### config.mk
export PLATFORM = sky130hd
export DESIGN_NAME = io_step_controller
export DESIGN_NICKNAME = d
export VERILOG_FILES = /design/src/rtl/io_step_controller.sv
export SDC_FILE = /design/constraint.sdc
export NUM_CORES = 1
export LEC_CHECK = 0
export ABC_AREA = 1
export CAP_MARGIN = 20
export CORE_ASPECT_RATIO = 0.9
export CORE_UTILIZATION = 50
export CTS_CLUSTER_DIAMETER = 50
export DETAILED_ROUTE_END_ITERATION = 8
export PLACE_DENSITY = 0.92
export SLEW_MARGIN = 10
export SYNTH_ARGS = -nofsm -noshare
export SYNTH_HDL_FRONTEND = slang
export SYNTH_SLANG_ARGS = --single-unit
### constraint.sdc
create_clock -name clk -period 2.5 [get_ports clk]
set_clock_uncertainty 0.05 [all_clocks]
set_input_delay 0.5 -clock clk [delete_from_list [all_inputs] [get_ports clk]]
set_output_delay 0.5 -clock clk [all_outputs]
set_load 0.01 [all_outputs]
### src/rtl/io_step_controller.sv
// io_step_controller
//   Sequences the single-cycle core around the I/O opcodes `in`, `pause` and
//   `print`. `in`/`pause` stall the core until a debounced confirm press;
//   `in` captures the switch bank into in_data_o and pulses in_wr_o for one
//   cycle in COMMIT. `print` latches print_data_i into display_o without a stall.
//
// Ports:
//   clk, rst_n        clock, asynchronous active-low reset
//   in_i, pause_i,    decoded I/O opcodes from the control unit
//   print_i
//   print_data_i      register value to display
//   switches_i        raw asynchronous switch bank
//   confirm_btn_i     raw asynchronous pushbutton, active-high
//   stall_o           hold PC and suppress architectural writes
//   in_data_o         zero-extended captured switches
//   in_wr_o           one-cycle register-file write enable for in_data_o
//   display_o         last printed value
//   display_valid_o   set by the first print, cleared only by reset
//   state_o           FSM state for debug LEDs (RUN=0, WAIT_IN=1, WAIT_PAUSE=2, COMMIT=3)
module io_step_controller #(
    parameter int DATA_W          = 32,
    parameter int SW_W            = 16,
    parameter int DEBOUNCE_CYCLES = 50000
) (
    input  logic              clk,
    input  logic              rst_n,
    input  logic              in_i,
    input  logic              pause_i,
    input  logic              print_i,
    input  logic [DATA_W-1:0] print_data_i,
    input  logic [SW_W-1:0]   switches_i,
    input  logic              confirm_btn_i,
    output logic              stall_o,
    output logic [DATA_W-1:0] in_data_o,
    output logic              in_wr_o,
    output logic [DATA_W-1:0] display_o,
    output logic              display_valid_o,
    output logic [1:0]        state_o
);

    localparam int CNT_W = $clog2(DEBOUNCE_CYCLES);

    typedef enum logic [1:0] {
        RUN        = 2'd0,
        WAIT_IN    = 2'd1,
        WAIT_PAUSE = 2'd2,
        COMMIT     = 2'd3
    } state_t;

    state_t            state;
    logic              btn_s1, btn_s2;
    logic [SW_W-1:0]   sw_s1, sw_s2;
    logic              btn_deb, btn_deb_q;
    logic [CNT_W-1:0]  db_cnt;
    logic              press_evt;
    logic              from_in;

    // Synchronizers and debounce. The counter only runs while the synced
    // button disagrees with the accepted level, so any bounce back restarts it.
    always_ff @(posedge clk or negedge rst_n) begin
        if (!rst_n) begin
            btn_s1    <= 1'b0;
            btn_s2    <= 1'b0;
            sw_s1     <= '0;
            sw_s2     <= '0;
            btn_deb   <= 1'b0;
            btn_deb_q <= 1'b0;
            db_cnt    <= '0;
        end else begin
            btn_s1    <= confirm_btn_i;
            btn_s2    <= btn_s1;
            sw_s1     <= switches_i;
            sw_s2     <= sw_s1;
            btn_deb_q <= btn_deb;
            if (btn_s2 == btn_deb) begin
                db_cnt <= '0;
            end else if (db_cnt == CNT_W'(DEBOUNCE_CYCLES - 1)) begin
                btn_deb <= ~btn_deb;
                db_cnt  <= '0;
            end else begin
                db_cnt <= db_cnt + CNT_W'(1);
            end
        end
    end

    assign press_evt = btn_deb & ~btn_deb_q;

    always_ff @(posedge clk or negedge rst_n) begin
        if (!rst_n) begin
            state           <= RUN;
            from_in         <= 1'b0;
            in_data_o       <= '0;
            display_o       <= '0;
            display_valid_o <= 1'b0;
        end else begin
            case (state)
                RUN: begin
                    // Presses seen here are dropped; in > pause > print.
                    if (in_i) begin
                        state <= WAIT_IN;
                    end else if (pause_i) begin
                        state <= WAIT_PAUSE;
                    end else if (print_i) begin
                        display_o       <= print_data_i;
                        display_valid_o <= 1'b1;
                    end
                end
                WAIT_IN: begin
                    if (press_evt) begin
                        in_data_o <= DATA_W'(sw_s2);
                        from_in   <= 1'b1;
                        state     <= COMMIT;
                    end
                end
                WAIT_PAUSE: begin
                    if (press_evt) begin
                        from_in <= 1'b0;
                        state   <= COMMIT;
                    end
                end
                COMMIT: begin
                    state <= RUN;
                end
                default: begin
                    state <= RUN;
                end
            endcase
        end
    end

    // Stall is combinational in RUN so the PC never steps past in/pause.
    always_comb begin
        stall_o = 1'b0;
        case (state)
            RUN:        stall_o = in_i | pause_i;
            WAIT_IN:    stall_o = 1'b1;
            WAIT_PAUSE: stall_o = 1'b1;
            default:    stall_o = 1'b0;
        endcase
    end

    assign in_wr_o = (state == COMMIT) && from_in;
    assign state_o = state;

endmodule

; ---- Yosys cells after proc, flatten, opt, wreduce, memory -nomap -nowiden
; Cells that the tools add are included.
[totals]
romBits = 0
regBits = 104
ramBits = 0
inputBits = 54
out_inout_bits = 69
wordCells = 48
latch_bits = 0
n_memories = 0
[classes]
bitwise_logic = 7
mux = 10
multipliers = 0
n_shift = 0
reduce_logical = 9
add_sub_neg = 1
order_cmp = 0
eq_ne = 9
div_mod_pow = 0
[op_table]
columns = operator, n
row1 = $mux W16, 2
row2 = $add A16 B1 Y16 const B, 1
row3 = $eq A16 B16 Y1 const B, 1
row4 = $mux W2, 3
row5 = $pmux W2 S3, 1
row6 = $reduce_and A2 Y1, 3
row7 = $not A1 Y1, 5
row8 = $eq A2 B2 Y1 const B, 2
row9 = $ne A2 B2 Y1 const B, 2
row10 = $pmux W1 S2, 2
row11 = $reduce_and A4 Y1, 1
row12 = $ne A3 B3 Y1 const B, 1
row13 = $reduce_and A3 Y1, 1
row14 = $eq A2 B1 Y1 const B, 1
row15 = $logic_not A2 Y1, 1
row16 = $mux W1, 2
row17 = $ne A2 B1 Y1 const B, 1
row18 = $reduce_bool A2 Y1, 1
row19 = $reduce_or A2 Y1, 1
row20 = $and A1 B1 Y1, 1
row21 = $eq A1 B1 Y1, 1
row22 = $logic_and A1 B1 Y1, 1
row23 = $or A1 B1 Y1, 1

; ---- Longest topological paths before layout
[depth]
word_depth = 4
mapped_depth = 8
depth_no_buf = 8

; ---- Worst setup path before layout
; No wires, ideal clock.
[synth_timing]
kind = flip-flop to output port
from = register state[0] (netlist: state_o[0])
to = output port stall_o
slack_ns = 0.846
n_path_buf = 0
t_arrival_ns = 1.104
path_stages_with_launch = 5
required_ns = 1.950
path_cell_list = dfrtp_1 inv_1 ha_1 inv_1 a21oi_1
[synth_via]
elab_chain_len = 3
word_cells_on_any_way = 5
[synth_lines]
columns = item, line
row1 = start: declaration, 50  ; state_t state;
row2 = start signal: assignment, 90  ; state <= RUN;
row3 = start signal: assignment, 100  ; state <= WAIT_IN;
row4 = start signal: assignment, 102  ; state <= WAIT_PAUSE;
row5 = $eq A2 B2 Y1 or $eq A2 B1 Y1 (tied branches), 134  ; case (state)
row6 = $reduce_or A2 Y1 (no line), --
row7 = $pmux W1 S2 (*), 134
row8 = end: declaration, 33  ; output logic stall_o,
; Every way passes the cells marked *; elsewhere a longest branch is shown, timed or not.

; ---- Worst setup path after layout
[layout_timing]
from = register state[0] (netlist: state_o[0])
to = output port in_wr_o
[layout_via]
elab_chain_len = 2
[layout_lines]
columns = item, line
row1 = $eq A2 B2 Y1, 142  ; assign in_wr_o = (state == COMMIT) && from_in;
row2 = $logic_and A1 B1 Y1, 142
row3 = end: declaration, 35  ; output logic in_wr_o,
; No other way between the ends.

==> impl_metrics.yaml <==
grt:
  grt_pass1_wl_mm: 13.9
  antenna_found_initial: 0
  grt_use_total_pct: 21.3
  first_global_vias: 2924
  overflow: 0
  grt_max_degree: 47
layout:
  fin_nets: 523
  n_antenna_cell: 0
  layout-drive-gt1-share_pct: 13.5
  final_util_pct: 68.1
  area_growth_pct: 33.0
  finish.instance_area_sq_um: 5470
  seq_area_sq_um: 2600
  multi_input_area_sq_um: 1340
  fill_cells: 529
  final_cell_mix: "104 x dfrtp_1, 104 x clkdlybuf4s50_1, 81 x nand2_1"
synthesis:
  synthAdderAreaFrac_pct: 2.13
  postSynth.asyncResetShare_pct: 100
  ys_ff_latch: 104
  ys_seq_area_share_pct: 63.3
  synth_top_area_share_pct: 63.3
  netlist_area_sq_um: 4110
  yosys.area.top_type: "dfrtp_1"
  synth_top_family_by_area: "simple AND/OR/NAND/NOR gates"
  synth-simple-area-share_pct: 13.6
  avgSynthCellArea_sq_um: 11.9
  synth_cell_types: 25
  synth-compound-area-share_pct: 1.67
  ys.flop_type: "dfrtp_1"
  yosys-top-cells-area: "dfrtp_1 63%, mux2_4 11%, nand2_1 7.4%, nor2_1 3.5%, buf_4 3.1%"
  synth_xor_area_share_pct: 1.92
  synth-edff-count: 0
  yosysWarnings: 0
  synthCells: 345
  synthMuxAreaShare_pct: 11.4
route:
  wl_mm: 8.51
  drc: 8
  drt_iter0_markers: 152
  vias: 2784
  viasPerCell: 4.92
  ant_nets: 0
  drtPass1Iterations: 9
  post_drt_wl_per_cell_microns: 15.0
floorplan:
  core-area_sq_um: 8030
  dieArea_sq_um: 8590
  row_count: 31
  fp.dieH_microns: 88.0
  fp.dieW_microns: 97.6
  start_util_pct: 51.2
  pin_count: 123
setup_path:
  cp.required_ns: 1.95
  crit_fanout: 4
  crit_start: "state_o[0]$_DFFE_PN0P_"
  reg2reg_depth: 6
  worstSetupPathType: "reg -> out"
  cp-start-kind: "register"
  r2r_slack_ns: 0.76
  r2r_start: "state_o[0]$_DFFE_PN0P_"
  worstReg2RegEnd: "from_in$_DFFE_PN0P_"
  cp-endpoint: "in_wr_o"
  endpoint_kind: "primary output"
  arrival_ns: 1.66
status:
  status: "finished, violations left"
  violations: "DRC"
placed_design:
  placed_area_sq_um: 5240
  post-dp-hpwl_mm: 6.18
  gp_congestion: 0.877
  io_buffer_count: 106
sta:
  min_period_over_period_pct: 88.4
  rsz0062_at_grt: "no"
  fin_setup_tns_ns: 0
  slew_violations: 0
  final-hold-violation-count: 0
  fmax_mhz: 453
  setup_violations: 0
  min_period_ns: 2.21
clock_network:
  clkSinkCount: 104
  cts_buffers: 9
  clock_latency_ns: 0.36
  h-tree-depth: 3
  cts-hold-fix-buffers: 0
  clk_path_buf_depth: 2
  clk_pin_slew_worst_paths_ns: 0.10
  cts_tree: "built"
  cts_root_buf: "clkbuf_8"
hold_path:
  hp-class: "in -> async"
power_and_ir_drop:
  p_leak_nw: 2.66
  total_power_mw: 4.75
  ir_drop_mv: 0.605
  cellPowerDensity_nw_per_um2: 868
flow_run:
  drv_cap: 0
[layout make-up]
class / count / share of cell area [%]
repair buffers: 112 / 20.7
well taps: 99 / 2.26
multi-input cells: 214 / 24.4
clock inverters: 6 / 1.12
clock buffers: 10 / 2.52
inverters: 21 / 1.44
flip-flops and latches: 104 / 47.6
[routing by layer]
metal | GRT usage, % | part of all wire [%]
met1 | 26.1 | 41
met2 | 36.5 | 51
met3 | 5.27 | 6.5
met4 | 9.64 | 2.0
met5 | 0 | 0
[cells in the mapped netlist (5+ instances only)]
| library cell | n |
|---|---|
| nand2_1 | 81 |
| inv_1 | 20 |
| buf_4 | 17 |
| o21ai_0 | 5 |
| mux2_4 | 29 |
| nand3_1 | 10 |
| a21oi_1 | 6 |
| ha_1 | 7 |
| dfrtp_1 | 104 |
| xor2_1 | 7 |
| nor2_1 | 38 |
[cells by family (layout without fill, tap and decap cells)]
kind of cell	Yosys count	count (layout)
xor+xnor	9	9
mux	32	32
fa+ha+maj	7	7
compound gates	13	13
buf+inv	42	149
flops	104	104
other cells	1	16
simple gates	137	137
[per-stage QoR]
stage,hold slack [ns],std cells,worst slack [ns]
6_report,0.0381,566,0.291
5_1_grt,0.0796,566,0.220
4_1_cts,0.0428,566,0.000287
3_5_place_dp,0.285,548,0.133
3_3_place_gp,0.282,548,0.196
2_1_floorplan,0.154,360,0.846
[flip-flops by register name (all words and copies together) (netlist names)]
| register | count |
|---|---|
| from_in | 1 |
| db_cnt | 16 |
| sw_s2 | 16 |
| btn_s2 | 1 |
| btn_deb_q | 1 |
| btn_deb | 1 |
| btn_s1 | 1 |
| display_o | 32 |
| in_data_o | 16 |
| state_o | 2 |
| display_valid_o | 1 |
| sw_s1 | 16 |
[critical path, cell delays in order, from the launching register on]
cell	delay (ns)
dfrtp_1	0.40
buf_4	0.16
ha_1	0.19
nand2_1	0.05
inv_1	0.04
clkdlybuf4s50_1	0.46
[how the worst min path moves through the flow]
stage	depth (start not counted)	end	start	slack, ns
6_report	1	display_valid_o$_DFFE_PN0P_	rst_n	0.04
5_1_grt	1	display_o[22]$_DFFE_PN0P_	rst_n	0.08
4_1_cts	1	display_o[22]$_DFFE_PN0P_	rst_n	0.04
3_5_place_dp	0	sw_s2[2]$_DFF_PN0_	sw_s1[2]$_DFF_PN0_	0.28
3_3_place_gp	0	sw_s2[8]$_DFF_PN0_	sw_s1[8]$_DFF_PN0_	0.28
2_1_floorplan	0	btn_deb$_DFFE_PN0P_	rst_n	0.15
[power breakdown]
group	switching (mW)	internal [mW]
Sequential	0.199	1.98
Clock	0.595	0.414
Combinational	0.598	0.965
[timing repair]
item	CTS	global route
endpoints found under the setup margin	1	1
gates resized for setup	2	3
buffers inserted	2	0
(Power assumes the default switching activity.)
